File: src/rtl/uart_byte_rx.sv
// -----------------------------------------------------------------------------
// uart_byte_rx
//   Receive-side UART deserializer. It turns the asynchronous serial line
//   (8N1, LSB first, idle high) into parallel bytes. Each good byte is
//   presented with a one-cycle rx_valid strobe. The line is sampled at mid-bit
//   using a baud counter that runs on sys_clk.
//
//   Optional build macro: UART_RX_PARITY_EN
//     defined   : 8E1 frame. A PARITY state sits between DATA and STOP. A
//                 parity mismatch turns an otherwise good frame into a
//                 frame_err pulse.
//     undefined : 8N1 frame. The bit after data bit 7 is the stop bit.
//
// Parameters
//   CLK_FREQ   system clock frequency in Hz
//   BAUD_RATE  serial bit rate in bit/s (CLK_FREQ/BAUD_RATE must be >= 4)
//
// Ports
//   sys_clk    in   system clock; all logic runs on its rising edge
//   sys_rst    in   synchronous, active-high reset
//   uart_rx    in   asynchronous serial input, idle high
//   rx_data    out  [7:0] last correctly received byte; held until the next one
//   rx_valid   out  one-cycle pulse; rx_data is new in that cycle
//   frame_err  out  one-cycle pulse; bad stop bit (or bad parity)
//   rx_busy    out  high whenever the receiver is not idle
// -----------------------------------------------------------------------------
module uart_byte_rx #(
   parameter int CLK_FREQ  = 50_000_000,
   parameter int BAUD_RATE = 115200
) (
   input  logic       sys_clk,
   input  logic       sys_rst,
   input  logic       uart_rx,
   output logic [7:0] rx_data,
   output logic       rx_valid,
   output logic       frame_err,
   output logic       rx_busy
);

   localparam int BAUD_CNT_MAX = CLK_FREQ / BAUD_RATE;
   localparam int HALF_CNT     = BAUD_CNT_MAX / 2;
   localparam int CNT_W        = $clog2(BAUD_CNT_MAX);

   // Terminal counts at the compare width of the baud counter.
   localparam logic [CNT_W-1:0] HALF_LAST = CNT_W'(HALF_CNT - 1);
   localparam logic [CNT_W-1:0] BIT_LAST  = CNT_W'(BAUD_CNT_MAX - 1);

   typedef enum logic [2:0] {
      IDLE,
      START,
      DATA,
`ifdef UART_RX_PARITY_EN
      PARITY,
`endif
      STOP
   } state_t;

   state_t           state, state_next;
   logic [CNT_W-1:0] baud_cnt, baud_next;
   logic [2:0]       bit_cnt, bit_next;
   logic [7:0]       shift_reg, shift_next;
   logic [7:0]       data_next;
   logic             valid_next, ferr_next;
`ifdef UART_RX_PARITY_EN
   logic             par_err, par_next;
`endif

   // Input conditioning: two-flop synchronizer plus one delay stage for edge
   // detection. All three stages reset to 1 so that reset never looks like a
   // start edge.
   logic rx_meta, rx_sync, rx_dly;
   logic fall;

   // NOTE: sequential state uses non-blocking (<=) assignments so every flop
   // samples the values from before the clock edge, whatever the statement
   // order.
   always_ff @(posedge sys_clk) begin
      if (sys_rst) begin
         rx_meta <= 1'b1;
         rx_sync <= 1'b1;
         rx_dly  <= 1'b1;
      end else begin
         rx_meta <= uart_rx;
         rx_sync <= rx_meta;
         rx_dly  <= rx_sync;
      end
   end

   assign fall = rx_dly & ~rx_sync;

   // State register and datapath registers.
   always_ff @(posedge sys_clk) begin
      if (sys_rst) begin
         state     <= IDLE;
         baud_cnt  <= '0;
         bit_cnt   <= '0;
         shift_reg <= '0;
         rx_data   <= '0;
         rx_valid  <= 1'b0;
         frame_err <= 1'b0;
`ifdef UART_RX_PARITY_EN
         par_err   <= 1'b0;
`endif
      end else begin
         state     <= state_next;
         baud_cnt  <= baud_next;
         bit_cnt   <= bit_next;
         shift_reg <= shift_next;
         rx_data   <= data_next;
         rx_valid  <= valid_next;
         frame_err <= ferr_next;
`ifdef UART_RX_PARITY_EN
         par_err   <= par_next;
`endif
      end
   end

   // Next-state and datapath logic.
   always_comb begin
      // NOTE: every signal gets a default before the case statement, so no
      // path through the block can leave one unassigned and infer a latch.
      state_next = state;
      baud_next  = baud_cnt;
      bit_next   = bit_cnt;
      shift_next = shift_reg;
      data_next  = rx_data;
      valid_next = 1'b0;
      ferr_next  = 1'b0;
`ifdef UART_RX_PARITY_EN
      par_next   = par_err;
`endif

      case (state)
         IDLE: begin
            baud_next = '0;
            bit_next  = '0;
            // Only a fresh 1->0 transition starts a frame. A line stuck low
            // never does.
            if (fall) state_next = START;
         end

         START: begin
            if (baud_cnt == HALF_LAST) begin
               baud_next = '0;
               // A high line at the start-bit midpoint was a glitch.
               state_next = rx_sync ? IDLE : DATA;
            end else begin
               baud_next = baud_cnt + 1'b1;
            end
         end

         DATA: begin
            if (baud_cnt == BIT_LAST) begin
               baud_next  = '0;
               // LSB arrives first, so shift right and insert at the top.
               shift_next = {rx_sync, shift_reg[7:1]};
               if (bit_cnt == 3'd7) begin
                  bit_next = '0;
`ifdef UART_RX_PARITY_EN
                  state_next = PARITY;
`else
                  state_next = STOP;
`endif
               end else begin
                  bit_next = bit_cnt + 3'd1;
               end
            end else begin
               baud_next = baud_cnt + 1'b1;
            end
         end

`ifdef UART_RX_PARITY_EN
         PARITY: begin
            if (baud_cnt == BIT_LAST) begin
               baud_next  = '0;
               // Even parity: data bits XOR parity bit must be zero.
               par_next   = ^{shift_reg, rx_sync};
               state_next = STOP;
            end else begin
               baud_next = baud_cnt + 1'b1;
            end
         end
`endif

         STOP: begin
            if (baud_cnt == BIT_LAST) begin
               baud_next  = '0;
               // Going idle at the stop midpoint leaves half a bit to catch
               // the next start edge of a back-to-back frame.
               state_next = IDLE;
`ifdef UART_RX_PARITY_EN
               if (rx_sync && !par_err) begin
`else
               if (rx_sync) begin
`endif
                  data_next  = shift_reg;
                  valid_next = 1'b1;
               end else begin
                  ferr_next = 1'b1;
               end
            end else begin
               baud_next = baud_cnt + 1'b1;
            end
         end

         default: state_next = IDLE;
      endcase
   end

   assign rx_busy = (state != IDLE);

endmodule
File: config.mk
export PLATFORM = sky130hd
export DESIGN_NAME = uart_byte_rx
export DESIGN_NICKNAME = d
export VERILOG_FILES = /design/src/rtl/uart_byte_rx.sv
export SDC_FILE = /design/constraint.sdc
export NUM_CORES = 1
export LEC_CHECK = 0
export CORE_ASPECT_RATIO = 0.5
export CORE_MARGIN = 2
export CORE_UTILIZATION = 49
export CTS_CLUSTER_DIAMETER = 40
export DETAILED_ROUTE_END_ITERATION = 6
export PLACE_DENSITY = 0.8
export REMOVE_ABC_BUFFERS = 1
export SLEW_MARGIN = 20
export SYNTH_ARGS = -nofsm -noshare
export SYNTH_HDL_FRONTEND = slang
export SYNTH_SLANG_ARGS = --single-unit
export TNS_END_PERCENT = 30
File: constraint.sdc
create_clock -name sys_clk -period 1.7 [get_ports sys_clk]
set_input_delay 0.255 -clock sys_clk [delete_from_list [all_inputs] [get_ports sys_clk]]
set_output_delay 0.255 -clock sys_clk [all_outputs]
set_load 0.01 [all_outputs]
-- Word level (Yosys, flattened, before mapping)
Cells that the tools add are included.
- register bits: 36
- output and inout port bits: 11
- equality and inequality tests: 11
- bitwise gates (word level): 4
- muxes and demuxes: 15
- reduce and logical (&&, ||, !) cells: 10
- $add $sub $neg: 2
- operator list (cell ; count):
    $pmux W9 S3 ; 1
    $mux W3 ; 7
    $mux W9 ; 2
    $pmux W3 S4 ; 1
    $ne A2 B2 Y1 const B ; 5
    $add A9 B1 Y9 const B ; 1
    $eq A9 B8 Y1 const B ; 1
    $eq A9 B9 Y1 const B ; 1
    $eq A3 B2 Y1 const B ; 2
    $pmux W3 S2 ; 1
    $reduce_bool A3 Y1 ; 2
    $reduce_and A5 Y1 ; 1
    $reduce_and A2 Y1 ; 2
    $add A3 B1 Y3 const B ; 1
    $eq A3 B1 Y1 const B ; 1
    $eq A3 B3 Y1 const B ; 1
    $logic_not A3 Y1 ; 1
    $not A1 Y1 ; 3
    $reduce_and A3 Y1 ; 1
    $reduce_or A3 Y1 ; 1
    $mux W1 ; 2
    $mux W2 ; 1
    $reduce_bool A2 Y1 ; 1
    $reduce_or A2 Y1 ; 1
    $and A1 B1 Y1 ; 1

-- Longest topological paths before layout
Gate-level depths: netlist of the first run.
- depth after elaboration: 4
- mapped depth: 7

-- Worst setup path after synthesis of the first run
OpenSTA, ideal clock, no wires.
- path type: reg2reg
- start: register baud_cnt[0]
- end: register shift_reg[0]
- buffers on the path: 0
- setup time: 128 ps
- arrival time: 1496 ps
- cell stages (with the launch flop): 6
- slack: 77 ps
- required time: 1572 ps
- cell sequence: dfxtp_1 -> ha_1 -> nand4bb_2 -> nor4_4 -> mux2i_1 -> nor2_1
- longest elaborated chain between the ends: 2
- RTL lines (what ; line ; source):
    from (decl) ; 59 ; logic [CNT_W-1:0] baud_cnt, baud_next;
    from (signal assigned) ; 106 ; baud_cnt <= baud_next;
    $eq A9 B9 Y1 ; 153 ; if (baud_cnt == BIT_LAST) begin
    $reduce_and A2 Y1 (no line) ; -- ;
    to (signal assigned) ; 108 ; shift_reg <= shift_next;
    to (decl) ; 61 ; logic [7:0] shift_reg, shift_next;
No other way between the ends.
A chain may end at the register's enable or synchronous reset.

-- Worst setup path in the final report of the first run
- start: register baud_cnt[0]
- end: register rx_data[5]
- longest elaborated chain between the ends: 2
- RTL lines (what ; line ; source):
    $eq A9 B9 Y1 ; 186 ; if (baud_cnt == BIT_LAST) begin
    $reduce_and A3 Y1 (no line) ; -- ;
    to (signal assigned) ; 109 ; rx_data <= data_next;
    to (decl) ; 34 ; output logic [7:0] rx_data,
No other way between the ends.

==> results of run 1 <==
## final timing paths
path / from / to / slack (ns) / cells after the start
setup / recovery: baud_cnt[0] / rx_data[5] / 0.10 / 6
hold / removal: rx_meta / rx_sync / 0.43 / 1
setup reg to reg: baud_cnt[0] / rx_data[5] / 0.10 / 6
hold reg to reg: rx_meta / rx_sync / 0.43 / 1
## cells in the mapped netlist
| cell | number |
|---|---|
| dfxtp_1 | 35 |
| nor2_1 | 29 |
| mux2i_1 | 16 |
| nand2_1 | 7 |
| ha_1 | 5 |
| inv_1 | 5 |
| xnor2_1 | 5 |
| a22oi_1 | 4 |
| clkbuf_1 | 4 |
| nor3_1 | 4 |
| or2_2 | 4 |
| and3_1 | 3 |
| nand3_1 | 3 |
| o22ai_1 | 3 |
| a21oi_1 | 2 |
| buf_2 | 2 |
| xor2_1 | 2 |
| a211oi_1 | 1 |
| and4b_1 | 1 |
| nand2b_1 | 1 |
| nand4b_1 | 1 |
| nand4b_4 | 1 |
| nand4bb_2 | 1 |
| nor3_4 | 1 |
| nor4_4 | 1 |
| nor4bb_1 | 1 |
| o211ai_2 | 1 |
| o21a_1 | 1 |
| o21ai_0 | 1 |
| or2_1 | 1 |
| or3_1 | 1 |
## layer usage
layer,part of all wire [%],GRT usage [%]
met3,4.7,7.112
met1,48,23.84
met4,1.4,7.119
met2,46,26.28
met5,0,0
## area by class of cell
type | count | area share (%)
clock inverter | 3 | 3.683
inverter | 5 | 1.023
clock buffer | 5 | 3.752
multi-input combinational | 101 | 39.56
sequential | 35 | 38.20
timing repair buffer | 20 | 11.26
tap | 37 | 2.524
## what timing repair did
action | CTS | global route
cloned | 0 | 0
setup endpoints to repair | 1 | 7
pin swaps | 0 | 0
gates resized for setup | 1 | 1
## cell usage in the layout, fill, tap and decap left out, drive strengths merged, types with 3 or more instances in the layout
| cell type | n |
|---|---|
| dfxtp | 35 |
| nor2 | 29 |
| mux2i | 16 |
| clkdlybuf4s50 | 12 |
| nand2 | 7 |
| buf | 7 |
| inv | 5 |
| xnor2 | 5 |
| ha | 5 |
| clkbuf | 5 |
| or2 | 5 |
| nor3 | 5 |
| a22oi | 4 |
| o22ai | 3 |
| nand3 | 3 |
| and3 | 3 |
## stage by stage
| stage | setup WS (ns) | std cells | power, mW | setup TNS (ns) |
|---|---|---|---|---|
| after floorplan | 0.08969 | 141 | 0.8523 | 0 |
| after global placement | 0.1527 | 198 | 0.8733 | 0 |
| after detailed placement | 0.07517 | 198 | 0.8736 | 0 |
| after CTS | 0.04599 | 206 | 1.763 | 0 |
| after global routing | -0.01237 | 206 | 1.806 | -0.01237 |
| final | 0.1040 | 206 | 1.752 | 0 |
## report_power, final
group | internal (mW) | switching (mW) | total, mW
Combinational | 0.0129 | 0.0162 | 0.0291
Clock | 0.585 | 0.312 | 0.897
Sequential | 0.823 | 0.00265 | 0.825
## kinds of logic (layout without fill, tap and decap cells)
family / after synthesis / count (layout) / share of synthesized area (%)
simple gates: 60 / 60 / 23.24
flops: 35 / 35 / 48.03
fa+ha+maj: 5 / 5 / 4.288
xor+xnor: 7 / 7 / 4.202
compound gates: 13 / 13 / 6.261
buf+inv: 11 / 33 / 3.002
mux: 16 / 16 / 10.98
## worst max-delay path, delay by kind of cell, from the launching register on
kind                       cells  cell delay [ns]
and+or+nand+nor                3             0.50
DFF                            1             0.39
adders and majority gates      1             0.22
muxes                          1             0.21
buffers and inverters          1             0.17
==> impl_results.html, run 1 <==
<table>
<tr><th>Metric</th><th>Value</th></tr>
<tr><th colspan="2">Clocking</th></tr>
<tr><td>H-tree levels</td><td>2</td></tr>
<tr><td>CTS Buf Count</td><td>5</td></tr>
<tr><td>Clock insertion delay at the later pin of the skew report</td><td>0.29 ns</td></tr>
<tr><td>Sinks on Clock Net</td><td>35</td></tr>
<tr><td>Root Driver</td><td>clkbuf_8</td></tr>
<tr><td>CTS hold repair buffers</td><td>0</td></tr>
<tr><td># Post-CTS Setup Buffers</td><td>0</td></tr>
<tr><td>Clock tree from TritonCTS</td><td>built</td></tr>
<tr><td>Clock Tree Buf Depth</td><td>2</td></tr>
<tr><td>Worst-path clk slew</td><td>0.07 ns</td></tr>
<tr><th colspan="2">Critical path</th></tr>
<tr><td>CP arrival</td><td>1.78 ns</td></tr>
<tr><td>Max stage delay on crit path</td><td>0.39 ns</td></tr>
<tr><td>Startpoint kind of the worst setup timing path</td><td>flop</td></tr>
<tr><td>Setup CP Type</td><td>reg -&gt; reg</td></tr>
<tr><td>Crit Path Max Fanout</td><td>8</td></tr>
<tr><td>Sort of element at the end of the critical path</td><td>flop</td></tr>
<tr><td>Standard cell with the maximum stage delay on the critical path</td><td>dfxtp_1</td></tr>
<tr><td>List of cells traversed by the critical path</td><td>ha_1 &gt; nand4bb_4 &gt; nor3_4 &gt; buf_12 &gt; mux2i_1 &gt; nor2_1</td></tr>
<tr><td>Required time of the worst setup path</td><td>around 1.9 ns</td></tr>
<tr><th colspan="2">Placed design</th></tr>
<tr><td>Final GP Congestion</td><td>0.7931</td></tr>
<tr><td>Sum of net half-perimeters after detailed placement</td><td>1.901 mm</td></tr>
<tr><td>Count of buffers inserted at the top-level ports</td><td>13</td></tr>
<tr><td>Cell area after placement</td><td>1688 µm²</td></tr>
<tr><th colspan="2">Global route</th></tr>
<tr><td>Wire length of the first global-routing pass</td><td>4.609 mm</td></tr>
<tr><td>Pin count of the biggest net entering global routing</td><td>16</td></tr>
<tr><td>Overall Global Routing Usage</td><td>18.04%</td></tr>
<tr><td>Gr ovfl total</td><td>0</td></tr>
<tr><td>Initial antenna violation count</td><td>0</td></tr>
<tr><td>Number of global-route vias before repair</td><td>986</td></tr>
<tr><th colspan="2">Run</th></tr>
<tr><td>Number of maximum-capacitance violations</td><td>0</td></tr>
<tr><th colspan="2">Routing</th></tr>
<tr><td>Post-route antenna net violation count</td><td>0</td></tr>
<tr><td>Number of design rule violations left after detail routing</td><td>0</td></tr>
<tr><td>Wirelength per Cell</td><td>~13 µm</td></tr>
<tr><td>Post-detailed-routing wire length</td><td>between 2 and 3 mm</td></tr>
<tr><td>Detailed router's first-iteration violation count</td><td>121</td></tr>
<tr><td>Detailed-route vias per instance</td><td>between 5 and 6</td></tr>
<tr><td>Total via count after detailed routing</td><td>1,072</td></tr>
<tr><td>First-pass DRT Iterations</td><td>4</td></tr>
<tr><th colspan="2">Cells and area</th></tr>
<tr><td>Layout-stage area growth over the synthesis result</td><td>25.73%</td></tr>
<tr><td>FILL cells</td><td>204</td></tr>
<tr><td>Flip-flop count of the largest register, all copies and words added</td><td>9</td></tr>
<tr><td>Area taken by flip-flops and latches</td><td>700.7 µm²</td></tr>
<tr><td>Utilization after layout</td><td>67.53%</td></tr>
<tr><td>Final nets</td><td>between 150 and 200</td></tr>
<tr><td>Fraction of layout cells with a size suffix above 1</td><td>14.20%</td></tr>
<tr><td>Area occupied by multi-input gates</td><td>around 730 µm²</td></tr>
<tr><td>Number of antenna diodes</td><td>0</td></tr>
<tr><td>Final cell area excluding filler cells</td><td>roughly 1800 µm²</td></tr>
<tr><th colspan="2">Outcome</th></tr>
<tr><td>Result of the run</td><td>completed</td></tr>
<tr><th colspan="2">Synth</th></tr>
<tr><td>Fraction of post-synthesis cell area in the top cell type by area</td><td>48.03%</td></tr>
<tr><td>Cell variety after synth</td><td>31</td></tr>
<tr><td>Number of synthesized register bits</td><td>35</td></tr>
<tr><td>Cell count after synthesis</td><td>147</td></tr>
<tr><td>Number of warning messages in the yosys log</td><td>0</td></tr>
<tr><td>Sequential element share of the synthesized area</td><td>about half</td></tr>
<tr><td>Library cell with the largest summed area after synthesis</td><td>dfxtp_1</td></tr>
<tr><td>Top cells by area, synth</td><td>dfxtp_1, mux2i_1, nor2_1, ha_1, xnor2_1</td></tr>
<tr><td>Mapped cell area</td><td>1459 µm²</td></tr>
<tr><td>Average instance area after synthesis</td><td>9.924 µm²</td></tr>
<tr><th colspan="2">STA</th></tr>
<tr><td>Total count of hold-check failures in the final report</td><td>0</td></tr>
<tr><td>Final slew viol count</td><td>0</td></tr>
<tr><td>Final worst hold slack</td><td>between 0.4 and 0.5 ns</td></tr>
<tr><td>Final Skew</td><td>0.002939 ns</td></tr>
<tr><td>Highest clock frequency the design can meet</td><td>between 600 and 700 MHz</td></tr>
<tr><td>Relative slew slack</td><td>74.31%</td></tr>
<tr><td>Period minus WS final</td><td>1.596 ns</td></tr>
<tr><td>Worst-margin pin slew</td><td>0.3802 ns</td></tr>
<tr><td>Post-route clock period utilization</td><td>93.88%</td></tr>
<tr><td>Number of endpoints failing setup at the final stage</td><td>0</td></tr>
<tr><th colspan="2">Die</th></tr>
<tr><td>Total number of placement rows</td><td>13</td></tr>
<tr><td>Core area</td><td>between 2000 and 3000 µm²</td></tr>
<tr><td>Total Die Area</td><td>3456 µm²</td></tr>
<tr><td>Number of ports placed on the die boundary</td><td>14</td></tr>
<tr><td>Die Span Y</td><td>42.59 µm</td></tr>
<tr><td>Starting density of the core</td><td>53.71%</td></tr>
<tr><td>Horizontal die dimension</td><td>81.17 µm</td></tr>
<tr><th colspan="2">Power and ir drop</th></tr>
<tr><td>Cell leakage power</td><td>0.6740 nW</td></tr>
<tr><td>Maximum vdd ir drop</td><td>0.8075 mV</td></tr>
<tr><td>Pwr Density</td><td>955.0 nW/µm²</td></tr>
<tr><th colspan="2">Min path</th></tr>
<tr><td>Worst min-delay path category</td><td>reg -&gt; reg</td></tr>
</table>
No activity file was read; power rests on OpenSTA's default activity.
==> inputs of run 2 (changes only) <==
- CELL_PAD_IN_SITES_DETAIL_PLACEMENT: default -> 0
- CELL_PAD_IN_SITES_GLOBAL_PLACEMENT: default -> 1
- CORE_UTILIZATION: 49 -> 39
- GPL_ROUTABILITY_DRIVEN: default -> 0
- PLACE_DENSITY: 0.8 -> 0.81
==> run 2 against run 1 <==
  * Setup slack better by 0.037 ns
  * Highest routed layer unchanged
  * Clock-buffer cell count did not move
  * Sequential share of layout area grew 0.62 points
  * Sequential power is essentially flat
  * Combinational power about the same
==> impl_results.html, run 2 (synthesized netlist as in run 1, its figures left out) <==
<table>
<tr><th>Metric</th><th>Value</th></tr>
<tr><th colspan="2">STA</th></tr>
<tr><td>Total Negative Setup Slacks</td><td>0 ns</td></tr>
<tr><td>Relative slew slack</td><td>73.00%</td></tr>
<tr><td>Worst-margin pin slew</td><td>0.3996 ns</td></tr>
<tr><td>Number of endpoints failing setup at the final stage</td><td>0</td></tr>
<tr><td>Period minus WS final</td><td>1.559 ns</td></tr>
<tr><td>Final setup margin</td><td>0.1405 ns</td></tr>
<tr><td>Post-route clock period utilization</td><td>91.73%</td></tr>
<tr><td>Total count of hold-check failures in the final report</td><td>0</td></tr>
<tr><td>Final slew viol count</td><td>0</td></tr>
<tr><td>Final Skew</td><td>between 0.006 and 0.007 ns</td></tr>
<tr><td>Highest clock frequency the design can meet</td><td>641.2 MHz</td></tr>
<tr><td>Final worst hold slack</td><td>between 0.4 and 0.5 ns</td></tr>
<tr><td>RSZ-0062 raised after global routing</td><td>false</td></tr>
<tr><th colspan="2">Global route</th></tr>
<tr><td>Wire length of the first global-routing pass</td><td>around 4.3 mm</td></tr>
<tr><td>Pin count of the biggest net entering global routing</td><td>14</td></tr>
<tr><td>Gr ovfl total</td><td>0</td></tr>
<tr><td>Overall Global Routing Usage</td><td>13.58%</td></tr>
<tr><td>Number of global-route vias before repair</td><td>933</td></tr>
<tr><td>Initial antenna violation count</td><td>0</td></tr>
<tr><th colspan="2">Cells and area</th></tr>
<tr><td>Final cell count without fillers</td><td>220</td></tr>
<tr><td>Commonest non-fill, non-tap cell in the layout</td><td>dfxtp_1</td></tr>
<tr><td>Layout-stage area growth over the synthesis result</td><td>23.93%</td></tr>
<tr><td>Area occupied by multi-input gates</td><td>roughly 730 µm²</td></tr>
<tr><td>Final nets</td><td>176</td></tr>
<tr><td>Area taken by flip-flops and latches</td><td>701.9 µm²</td></tr>
<tr><td>Flip-flop count of the largest register, all copies and words added</td><td>9</td></tr>
<tr><td>Fraction of layout cells with a size suffix above 1</td><td>15.38%</td></tr>
<tr><td>FILL cells</td><td>338</td></tr>
<tr><td>Utilization after layout</td><td>approximately half</td></tr>
<tr><td>Most frequent cells in the layout</td><td>dfxtp_1, nor2_1, mux2i_1</td></tr>
<tr><td>Number of antenna diodes</td><td>0</td></tr>
<tr><td>Final cell area excluding filler cells</td><td>1808 µm²</td></tr>
<tr><th colspan="2">Min path</th></tr>
<tr><td>Cells on Worst Hold Path</td><td>1</td></tr>
<tr><td>Worst min-delay path category</td><td>reg -&gt; reg</td></tr>
<tr><td>Destination of the worst hold path</td><td>rx_sync</td></tr>
<tr><td>Beginning of the worst hold path</td><td>rx_meta</td></tr>
<tr><th colspan="2">Power and ir drop</th></tr>
<tr><td>Tot Pwr</td><td>1.441 mW</td></tr>
<tr><td>Maximum vdd ir drop</td><td>0.3026 mV</td></tr>
<tr><td>Pwr Density</td><td>797.0 nW/µm²</td></tr>
<tr><td>Cell leakage power</td><td>0.6518 nW</td></tr>
<tr><th colspan="2">Clocking</th></tr>
<tr><td># Post-CTS Setup Buffers</td><td>0</td></tr>
<tr><td>Worst-path clk slew</td><td>0.07 ns</td></tr>
<tr><td>Clock insertion delay at the later pin of the skew report</td><td>about 0.28 ns</td></tr>
<tr><td>CTS Buf Count</td><td>5</td></tr>
<tr><td>Clock Tree Buf Depth</td><td>2</td></tr>
<tr><td>Clock tree from TritonCTS</td><td>built</td></tr>
<tr><td>H-tree levels</td><td>2</td></tr>
<tr><td>Root Driver</td><td>clkbuf_8</td></tr>
<tr><td>Sinks on Clock Net</td><td>35</td></tr>
<tr><th colspan="2">Routing</th></tr>
<tr><td>First-pass DRT Iterations</td><td>4</td></tr>
<tr><td>Wirelength per Cell</td><td>11.32 µm</td></tr>
<tr><td>Detailed router's first-iteration violation count</td><td>19</td></tr>
<tr><td>Total via count after detailed routing</td><td>~1,000</td></tr>
<tr><td>Post-detailed-routing wire length</td><td>between 2 and 2.5 mm</td></tr>
<tr><td>Number of design rule violations left after detail routing</td><td>0</td></tr>
<tr><td>Post-route antenna net violation count</td><td>0</td></tr>
<tr><td>Detailed-route vias per instance</td><td>4.655</td></tr>
<tr><th colspan="2">Critical path</th></tr>
<tr><td>Reg2Reg Capture Point</td><td>state[0]</td></tr>
<tr><td>Max stage delay on crit path</td><td>0.41 ns</td></tr>
<tr><td>List of cells traversed by the critical path</td><td>ha_1 &gt; nand4bb_4 &gt; o21a_1 &gt; or3_1 &gt; a21oi_1</td></tr>
<tr><td>CP arrival</td><td>about 1.8 ns</td></tr>
<tr><td>Sort of element at the end of the critical path</td><td>flop</td></tr>
<tr><td>Required time of the worst setup path</td><td>between 1.5 and 2 ns</td></tr>
<tr><td>Reg2Reg Depth</td><td>5</td></tr>
<tr><td>Critical path buffer and inverter count</td><td>0</td></tr>
<tr><td>Reg-to-reg startpoint</td><td>baud_cnt[0]</td></tr>
<tr><td>Standard cell with the maximum stage delay on the critical path</td><td>dfxtp_1</td></tr>
<tr><td>Slack of the worst reg-to-reg path</td><td>0.14 ns</td></tr>
<tr><td>Setup CP Type</td><td>reg -&gt; reg</td></tr>
<tr><td>Crit Path Max Fanout</td><td>5</td></tr>
<tr><td>Dominant delay contributor by cell family on the critical path</td><td>simple AND/OR/NAND/NOR gates</td></tr>
<tr><td>Startpoint kind of the worst setup timing path</td><td>flop</td></tr>
<tr><th colspan="2">Run</th></tr>
<tr><td>Number of maximum-capacitance violations</td><td>0</td></tr>
<tr><th colspan="2">Die</th></tr>
<tr><td>Horizontal die dimension</td><td>90.50 µm</td></tr>
<tr><td>Number of ports placed on the die boundary</td><td>14</td></tr>
<tr><td>Total number of placement rows</td><td>15</td></tr>
<tr><td>Starting density of the core</td><td>41.57%</td></tr>
<tr><td>Core area</td><td>3510 µm²</td></tr>
<tr><td>Die Span Y</td><td>47.25 µm</td></tr>
<tr><td>Total Die Area</td><td>4276 µm²</td></tr>
<tr><th colspan="2">Placed design</th></tr>
<tr><td>Count of buffers inserted at the top-level ports</td><td>13</td></tr>
<tr><td>Sum of net half-perimeters after detailed placement</td><td>around 1.8 mm</td></tr>
<tr><td>Dpl ws</td><td>0.1013 ns</td></tr>
<tr><td>Instance count after placement with tap cells included</td><td>212</td></tr>
<tr><td>Cell area after placement</td><td>around 1700 µm²</td></tr>
<tr><th colspan="2">Outcome</th></tr>
<tr><td>Result of the run</td><td>completed</td></tr>
</table>
run 2: changes by cell type in the layout (fill, tap and decap cells not counted), sizes merged:
cell / before / now
bufinv: 2 / 0
clkinv: 0 / 1
clkinvlp: 1 / 2
run 2: cell type report:
class                   count  area share, %
clock inverters             3          1.107
inverters                   5          1.038
repair buffers             20          11.42
flip-flops and latches     35          38.82
well taps                  51          3.529
multi-input cells         101          40.28
clock buffers               5          3.806
run 2: what timing repair did:
action | 4_1_cts | 5_1_grt
pin swaps | 0 | 0
hold buffers | 0 | 0
endpoints found under the setup margin | 1 | 3
cloned | 0 | 0
resized for setup | 2 | 2
run 2: layer usage:
| layer | routed length (µm) | GRT usage [%] | up-vias |
|---|---|---|---|
| met1 | 1251 | 16.84 | 465 |
| met5 | 0 | 0 | - |
| li1 | - | - | 541 |
| met4 | 33 | 5.538 | 0 |
| met2 | 1121 | 22.09 | 13 |
| met3 | 85 | 5.297 | 5 |
run 2: how the worst max path moves through the flow:
stage                     slack, ns        start  cells after the start      endpoint
after floorplan                0.09  baud_cnt[0]                      5  shift_reg[0]
after global placement         0.16  baud_cnt[0]                      6  shift_reg[0]
after detailed placement       0.10  baud_cnt[0]                      6  shift_reg[3]
after CTS                      0.09  baud_cnt[0]                      5      state[0]
after global routing           0.06  baud_cnt[0]                      7   baud_cnt[1]
final                          0.14  baud_cnt[0]                      5      state[0]
run 2: report_power, final:
part	switching, mW	total (mW)	internal [mW]
sequential	0.00211	0.825	0.823
combinational	0.0158	0.0288	0.0130
clock	0.302	0.587	0.285
total	0.320	1.44	1.12
